==> src/rtl/bus_pkg.sv <==
// Shared bus definitions: master state encoding and default bus widths used by
// the arbiter, masters and slaves.
package bus_pkg;

  localparam int unsigned ADDR_W = 16;
  localparam int unsigned DATA_W = 16;
  localparam int unsigned LEN_W  = 3;

  typedef enum logic [1:0] {
    IDLE    = 2'd0,
    REQ     = 2'd1,
    XFER    = 2'd2,
    RELEASE = 2'd3
  } bus_state_e;

endpackage

==> src/rtl/bus_timeout_counter.sv <==
// Per-beat wait counter: counts stalled cycles and flags the cycle in which
// the LIMIT-th consecutive stall occurs.
module bus_timeout_counter #(
  parameter int unsigned LIMIT = 15
) (
  input  logic clk,
  input  logic rst,
  input  logic clear,
  input  logic count,
  output logic expire
);

  localparam int unsigned CNT_W = $clog2(LIMIT + 1);

  logic [CNT_W-1:0] cnt;

  always_ff @(posedge clk or negedge rst) begin
    if (!rst) begin
      cnt <= '0;
    end else if (clear) begin
      cnt <= '0;
    end else if (count) begin
      cnt <= cnt + CNT_W'(1);
    end
  end

  // The stall being counted right now is the LIMIT-th one.
  assign expire = count && (cnt == CNT_W'(LIMIT - 1));

endmodule

==> src/rtl/bus_master.sv <==
// Requester-side endpoint of the shared two-master bus: one command per
// request/grant/transfer/release round trip. Optional beat timeout under
// BUS_MASTER_TIMEOUT_EN.
module bus_master #(
  parameter int unsigned ADDR_W = bus_pkg::ADDR_W,
  parameter int unsigned DATA_W = bus_pkg::DATA_W,
  parameter int unsigned LEN_W  = bus_pkg::LEN_W
`ifdef BUS_MASTER_TIMEOUT_EN
  ,
  parameter int unsigned TIMEOUT = 15
`endif
) (
  input  logic              clk,
  input  logic              rst,
  input  logic              cmd_valid,
  output logic              cmd_ready,
  input  logic              cmd_we,
  input  logic [ADDR_W-1:0] cmd_addr,
  input  logic [LEN_W-1:0]  cmd_len,
  input  logic [DATA_W-1:0] wr_data,
  output logic              wr_pop,
  output logic              rsp_valid,
  output logic [DATA_W-1:0] rsp_data,
  output logic              done,
  output logic              err,
  output logic              bus_req,
  input  logic              bus_grant,
  output logic              bus_busy,
  output logic              bus_valid,
  output logic              bus_we,
  output logic [ADDR_W-1:0] bus_addr,
  output logic [DATA_W-1:0] bus_wdata,
  input  logic [DATA_W-1:0] bus_rdata,
  input  logic              bus_ready
);

  import bus_pkg::*;

  bus_state_e        state;
  bus_state_e        state_nx;
  logic              we_q;
  logic [ADDR_W-1:0] addr_q;
  logic [LEN_W-1:0]  left_q;
  logic              rsp_valid_q;
  logic [DATA_W-1:0] rsp_data_q;
  logic              abort_q;
  logic              accept_c;
  logic              beat_c;
  logic              last_c;
  logic              expire_c;

  assign accept_c = (state == IDLE) && cmd_valid;
  assign beat_c   = (state == XFER) && bus_ready;
  assign last_c   = beat_c && (left_q == '0);

`ifdef BUS_MASTER_TIMEOUT_EN
  // Cleared outside XFER and on every completed beat, so each beat gets a fresh budget.
  bus_timeout_counter #(
    .LIMIT (TIMEOUT)
  ) u_timeout (
    .clk    (clk),
    .rst    (rst),
    .clear  ((state != XFER) || bus_ready),
    .count  ((state == XFER) && !bus_ready),
    .expire (expire_c)
  );
`else
  assign expire_c = 1'b0;
`endif

  always_ff @(posedge clk or negedge rst) begin
    if (!rst) begin
      state <= IDLE;
    end else begin
      state <= state_nx;
    end
  end

  // Next state and state-decoded outputs.
  always_comb begin
    state_nx  = state;
    cmd_ready = 1'b0;
    bus_req   = 1'b0;
    bus_busy  = 1'b0;
    bus_valid = 1'b0;
    bus_we    = 1'b0;
    bus_addr  = '0;
    bus_wdata = '0;
    wr_pop    = 1'b0;
    done      = 1'b0;
    err       = 1'b0;
    case (state)
      IDLE: begin
        cmd_ready = rst;
        if (cmd_valid) state_nx = REQ;
      end
      REQ: begin
        bus_req = 1'b1;
        if (bus_grant) state_nx = XFER;
      end
      XFER: begin
        bus_req   = 1'b1;
        bus_busy  = 1'b1;
        bus_valid = 1'b1;
        bus_we    = we_q;
        bus_addr  = addr_q;
        bus_wdata = we_q ? wr_data : '0;
        wr_pop    = we_q && bus_ready;
        if (last_c || expire_c) state_nx = RELEASE;
      end
      RELEASE: begin
        done     = !abort_q;
        err      = abort_q;
        state_nx = IDLE;
      end
      default: state_nx = IDLE;
    endcase
  end

  // Command latch, beat address/count and registered read response.
  always_ff @(posedge clk or negedge rst) begin
    if (!rst) begin
      we_q        <= 1'b0;
      addr_q      <= '0;
      left_q      <= '0;
      rsp_valid_q <= 1'b0;
      rsp_data_q  <= '0;
      abort_q     <= 1'b0;
    end else begin
      rsp_valid_q <= beat_c && !we_q;
      if (beat_c && !we_q) rsp_data_q <= bus_rdata;
      if (accept_c) begin
        we_q    <= cmd_we;
        addr_q  <= cmd_addr;
        left_q  <= cmd_len;
        abort_q <= 1'b0;
      end else if (beat_c) begin
        addr_q <= addr_q + ADDR_W'(1);
        if (!last_c) left_q <= left_q - LEN_W'(1);
      end
      if (expire_c) abort_q <= 1'b1;
    end
  end

  assign rsp_valid = rsp_valid_q;
  assign rsp_data  = rsp_data_q;

endmodule

==> config.mk <==
export PLATFORM = sky130hd
export DESIGN_NAME = bus_master
export DESIGN_NICKNAME = d
export VERILOG_FILES = /design/src/rtl/bus_pkg.sv /design/src/rtl/bus_timeout_counter.sv /design/src/rtl/bus_master.sv
export SDC_FILE = /design/constraint.sdc
export NUM_CORES = 1
export LEC_CHECK = 0
export ABC_AREA = 1
export CAP_MARGIN = 15
export CORE_ASPECT_RATIO = 1.2
export CORE_MARGIN = 2
export CORE_UTILIZATION = 42
export CTS_CLUSTER_DIAMETER = 80
export DETAILED_ROUTE_END_ITERATION = 8
export PLACE_DENSITY = 0.8
export SYNTH_ARGS = -nofsm -noshare
export SYNTH_HDL_FRONTEND = slang
export SYNTH_HIERARCHICAL = 1
export SYNTH_SLANG_ARGS = --single-unit
==> constraint.sdc <==
create_clock -name clk -period 1.65 [get_ports clk]
set_input_delay 0.2475 -clock clk [delete_from_list [all_inputs] [get_ports clk]]
set_output_delay 0.2475 -clock clk [all_outputs]
set_load 0.02 [all_outputs]
==> impl_metrics.csv, run 1 <==
group,metric,value,unit
outcome,status,"complete, but fails checks",
outcome,failed_checks,"setup timing",
cts,cts_buffers,5,
logic_synthesis,syn-num-nets,435,
route,firstDrtPassIters,4,
final_layout,layout_commonest_cell,"nand2_1",
placed_design,pre_cts_ws,-0.201,ns
worst_setup_path,startpoint_type,"register",
global_route,grt_pass1_wl,11500,um
sta,period_share,102,%
sta,hold_viol,0,
sta,rsz0062_at_grt,"yes",
final_layout,multi_input_area,1400,um2
cts,clk_latency,0.30,ns
sta,clock-skew-final,0.00689,ns
global_route,first_global_vias,2610,
floorplanning,die_y,89.4,um
worst_setup_path,cp_data_required_time,1.40,ns
cts,cts_tree,"yes",
pwr,p_leak,2.21,nW
worst_setup_path,cpPeakStageDelay,0.39,ns
final_layout,final_util,70.7,%
pwr,total_power,0.00708,W
pwr,peakVddDrop,1.14,mV
sta,worst_slew_pin_slew,0.509,ns
final_layout,regArea,976,um2
floorplanning,die_area,6730,um2
logic_synthesis,synth_area,2550,um2
route,vias,2752,
sta,setup_viol,18,
floorplanning,rows,31,
final_layout,final_nets,569,
floorplanning,start_util,42.8,%
logic_synthesis,syn_area_per_cell,6.91,um2
route,routed_wl,7440,um
logic_synthesis,yosysWarnings,6,
worst_setup_path,crit_chain,"buf_6 -> ha_4 -> nand2_4 -> buf_12 -> inv_2 -> buf_6",
sta,slew_viol_final,0,
worst_setup_path,path_common_cell,"buf_6",
logic_synthesis,synth.largest_area_cell,"dfrtp_1",
final_layout,nFillCells,486,
worst_setup_path,critPathMaxFanout,10,
placed_design,globalplace.congestion,0.833,
cts,clk_path_buf_depth,2,
floorplanning,core_area,5970,um2
cts,cts_hold_buffers,0,
route,viasPerCell,4.69,
cts,htree_levels,2,
placed_design,dp_hpwl,5470,um
worst_setup_path,crit_buf_inv,4,
sta,fmax,594,MHz
cts,clk_pin_slew,0.08,ns
final_layout,fin_cells,587,
sta,setup_ws,-0.0348,ns
worst_hold_path,hold_path.class,"primary input to async pin",
final_layout,drive_above_1_share,27.5,%
global_route,antenna_found_initial,0,
run,cap_violations,0,
cts,clockRootBuffer,"clkbuf_8",
final_layout,final_cell_mix,"119 x nand2_1, 72 x clkdlybuf4s50_1, 57 x inv_1",
worst_setup_path,crit_type,"register to output pin",
worst_setup_path,crit_path_top_delay_cell,"dfrtp_1",
logic_synthesis,synth_edf_count,0,
floorplanning,io_pins,114,
sta,min_period,1.68,ns
logic_synthesis,ys_seq_elements,39,
final_layout,area_growth,65.2,%
logic_synthesis,synthFlopType,"dfrtp_1",
route,drtIter0Drc,106,
logic_synthesis,yosysSeqAreaShare,38.2,%
placed_design,portBuffers,112,
final_layout,diodes,0,
worst_setup_path,arrival,1.44,ns
floorplanning,die_x,75.2,um
worst_setup_path,path_delay_family,"buffers and inverters",
route,postRouteAntennaNets,0,
route,routedWlPerCell,12.7,um
cts,cts_num_sinks,39,
global_route,grt_max_degree,40,
sta,hold_slack,0.0712,ns
logic_synthesis,syn_inst,370,
route,post-route-drc-count,0,
global_route,grtUsageTotal,22.5,%
worst_setup_path,cp-end-kind,"output pin",
sta,slew-limit-headroom,66.1,%
logic_synthesis,synthDominantCellAreaShare,38.2,%
global_route,overflow,0,
placed_design,dpl.cell_count,576,
pwr,p_per_area,1680,nW/um2
logic_synthesis,yosysUniqueCellTypes,33,
logic_synthesis,async_reset_ff_share,100,%
logic_synthesis,synth.area.top_cells,"dfrtp_1 38%, nand2_1 18%, inv_1 9.3%",
[layout make-up]
type | count | share of cell area [%]
clock buffer | 6 | 1.96
inverter | 71 | 6.49
sequential | 39 | 23.1
tap | 82 | 2.43
multi-input combinational | 247 | 33.1
clock inverter | 2 | 0.830
timing repair buffer | 140 | 32.1
[per-stage QoR]
stage / cell area [um2] / TNS [ns]
after floorplan: 2640 / 0
after global placement: 3980 / -3.95
after detailed placement: 3980 / -5.32
after CTS: 4060 / -0.454
after global routing: 4220 / -1.75
final: 4220 / -0.417
[routing by layer]
layer / wire (um) / global-route usage [%] / share of wire (%)
met5: 0 / 0 / 0
met3: 348 / 5.41 / 4.7
met4: 148 / 8.61 / 2.0
met2: 4030 / 41.5 / 54
met1: 2920 / 24.5 / 39
[power by group]
group / leakage, nW / switching [W] / internal, W
Combinational: 1.67 / 0.00245 / 0.00199
Sequential: 0.479 / 0.000420 / 0.00139
Clock: 0.0612 / 0.000342 / 0.000489
Total: 2.21 / 0.00322 / 0.00387
[Yosys cell counts, types with 4 or more instances]
| library cell | n |
|---|---|
| a21oi_1 | 4 |
| buf_4 | 7 |
| dfrtp_1 | 39 |
| ha_1 | 8 |
| inv_1 | 63 |
| inv_2 | 7 |
| nand2_1 | 125 |
| nand2_2 | 7 |
| nand3_1 | 19 |
| nor2_1 | 29 |
| nor2_2 | 6 |
| o21ai_0 | 15 |
| o21ai_1 | 8 |
| o22ai_1 | 4 |
[state kept, by name (all words and copies together), names as in the netlist]
register   cells
addr_q        16
left_q         3
rsp_data      16
rsp_valid      1
state          2
we_q           1
[cell families after synthesis]
kind of cell,after synthesis,share of synthesized area [%]
other,1,0.147
flip-flops,39,38.2
buffers and inverters,84,14.4
AO/OA/AOI/OAI,39,9.45
adder cells (fa/ha/maj),8,3.92
AND/OR/NAND/NOR,199,33.9
[path summary, 6_finish.rpt]
kind / startpoint / endpoint / slack, ns / cells after the start
max reg2reg: state[1] / addr_q[5] / 0.08 / 9
max: state[1] / bus_we / -0.03 / 6
min reg2reg: rsp_data[8] / rsp_data[8] / 0.47 / 2
min: rst / rsp_valid / 0.07 / 2
min in group clk: rsp_data[8] / rsp_data[8] / 0.47 / 2
max in group asynchronous: rst / addr_q[3] / 1.23 / 2
[worst register-to-register path: cells and delay by family, from the launching register on]
family	cells	cell delay, ns
AND/OR/NAND/NOR	2	0.14
buffers and inverters	5	0.65
flip-flops	1	0.39
adder cells (fa/ha/maj)	1	0.14
AO/OA/AOI/OAI	1	0.14
[repair_timing]
item	in CTS	in global routing
setup endpoints to repair	54	57
buffers inserted	0	2
pin swaps	2	5
gates resized for setup	190	51
gates cloned	1	0
No activity file was read; power rests on OpenSTA's default activity.
==> run 2, diff against run 1 <==
- CTS_CLUSTER_DIAMETER: 80 -> not set
==> results of run 2 <==
Final layout, timing and power as in run 1 (identical DEF).
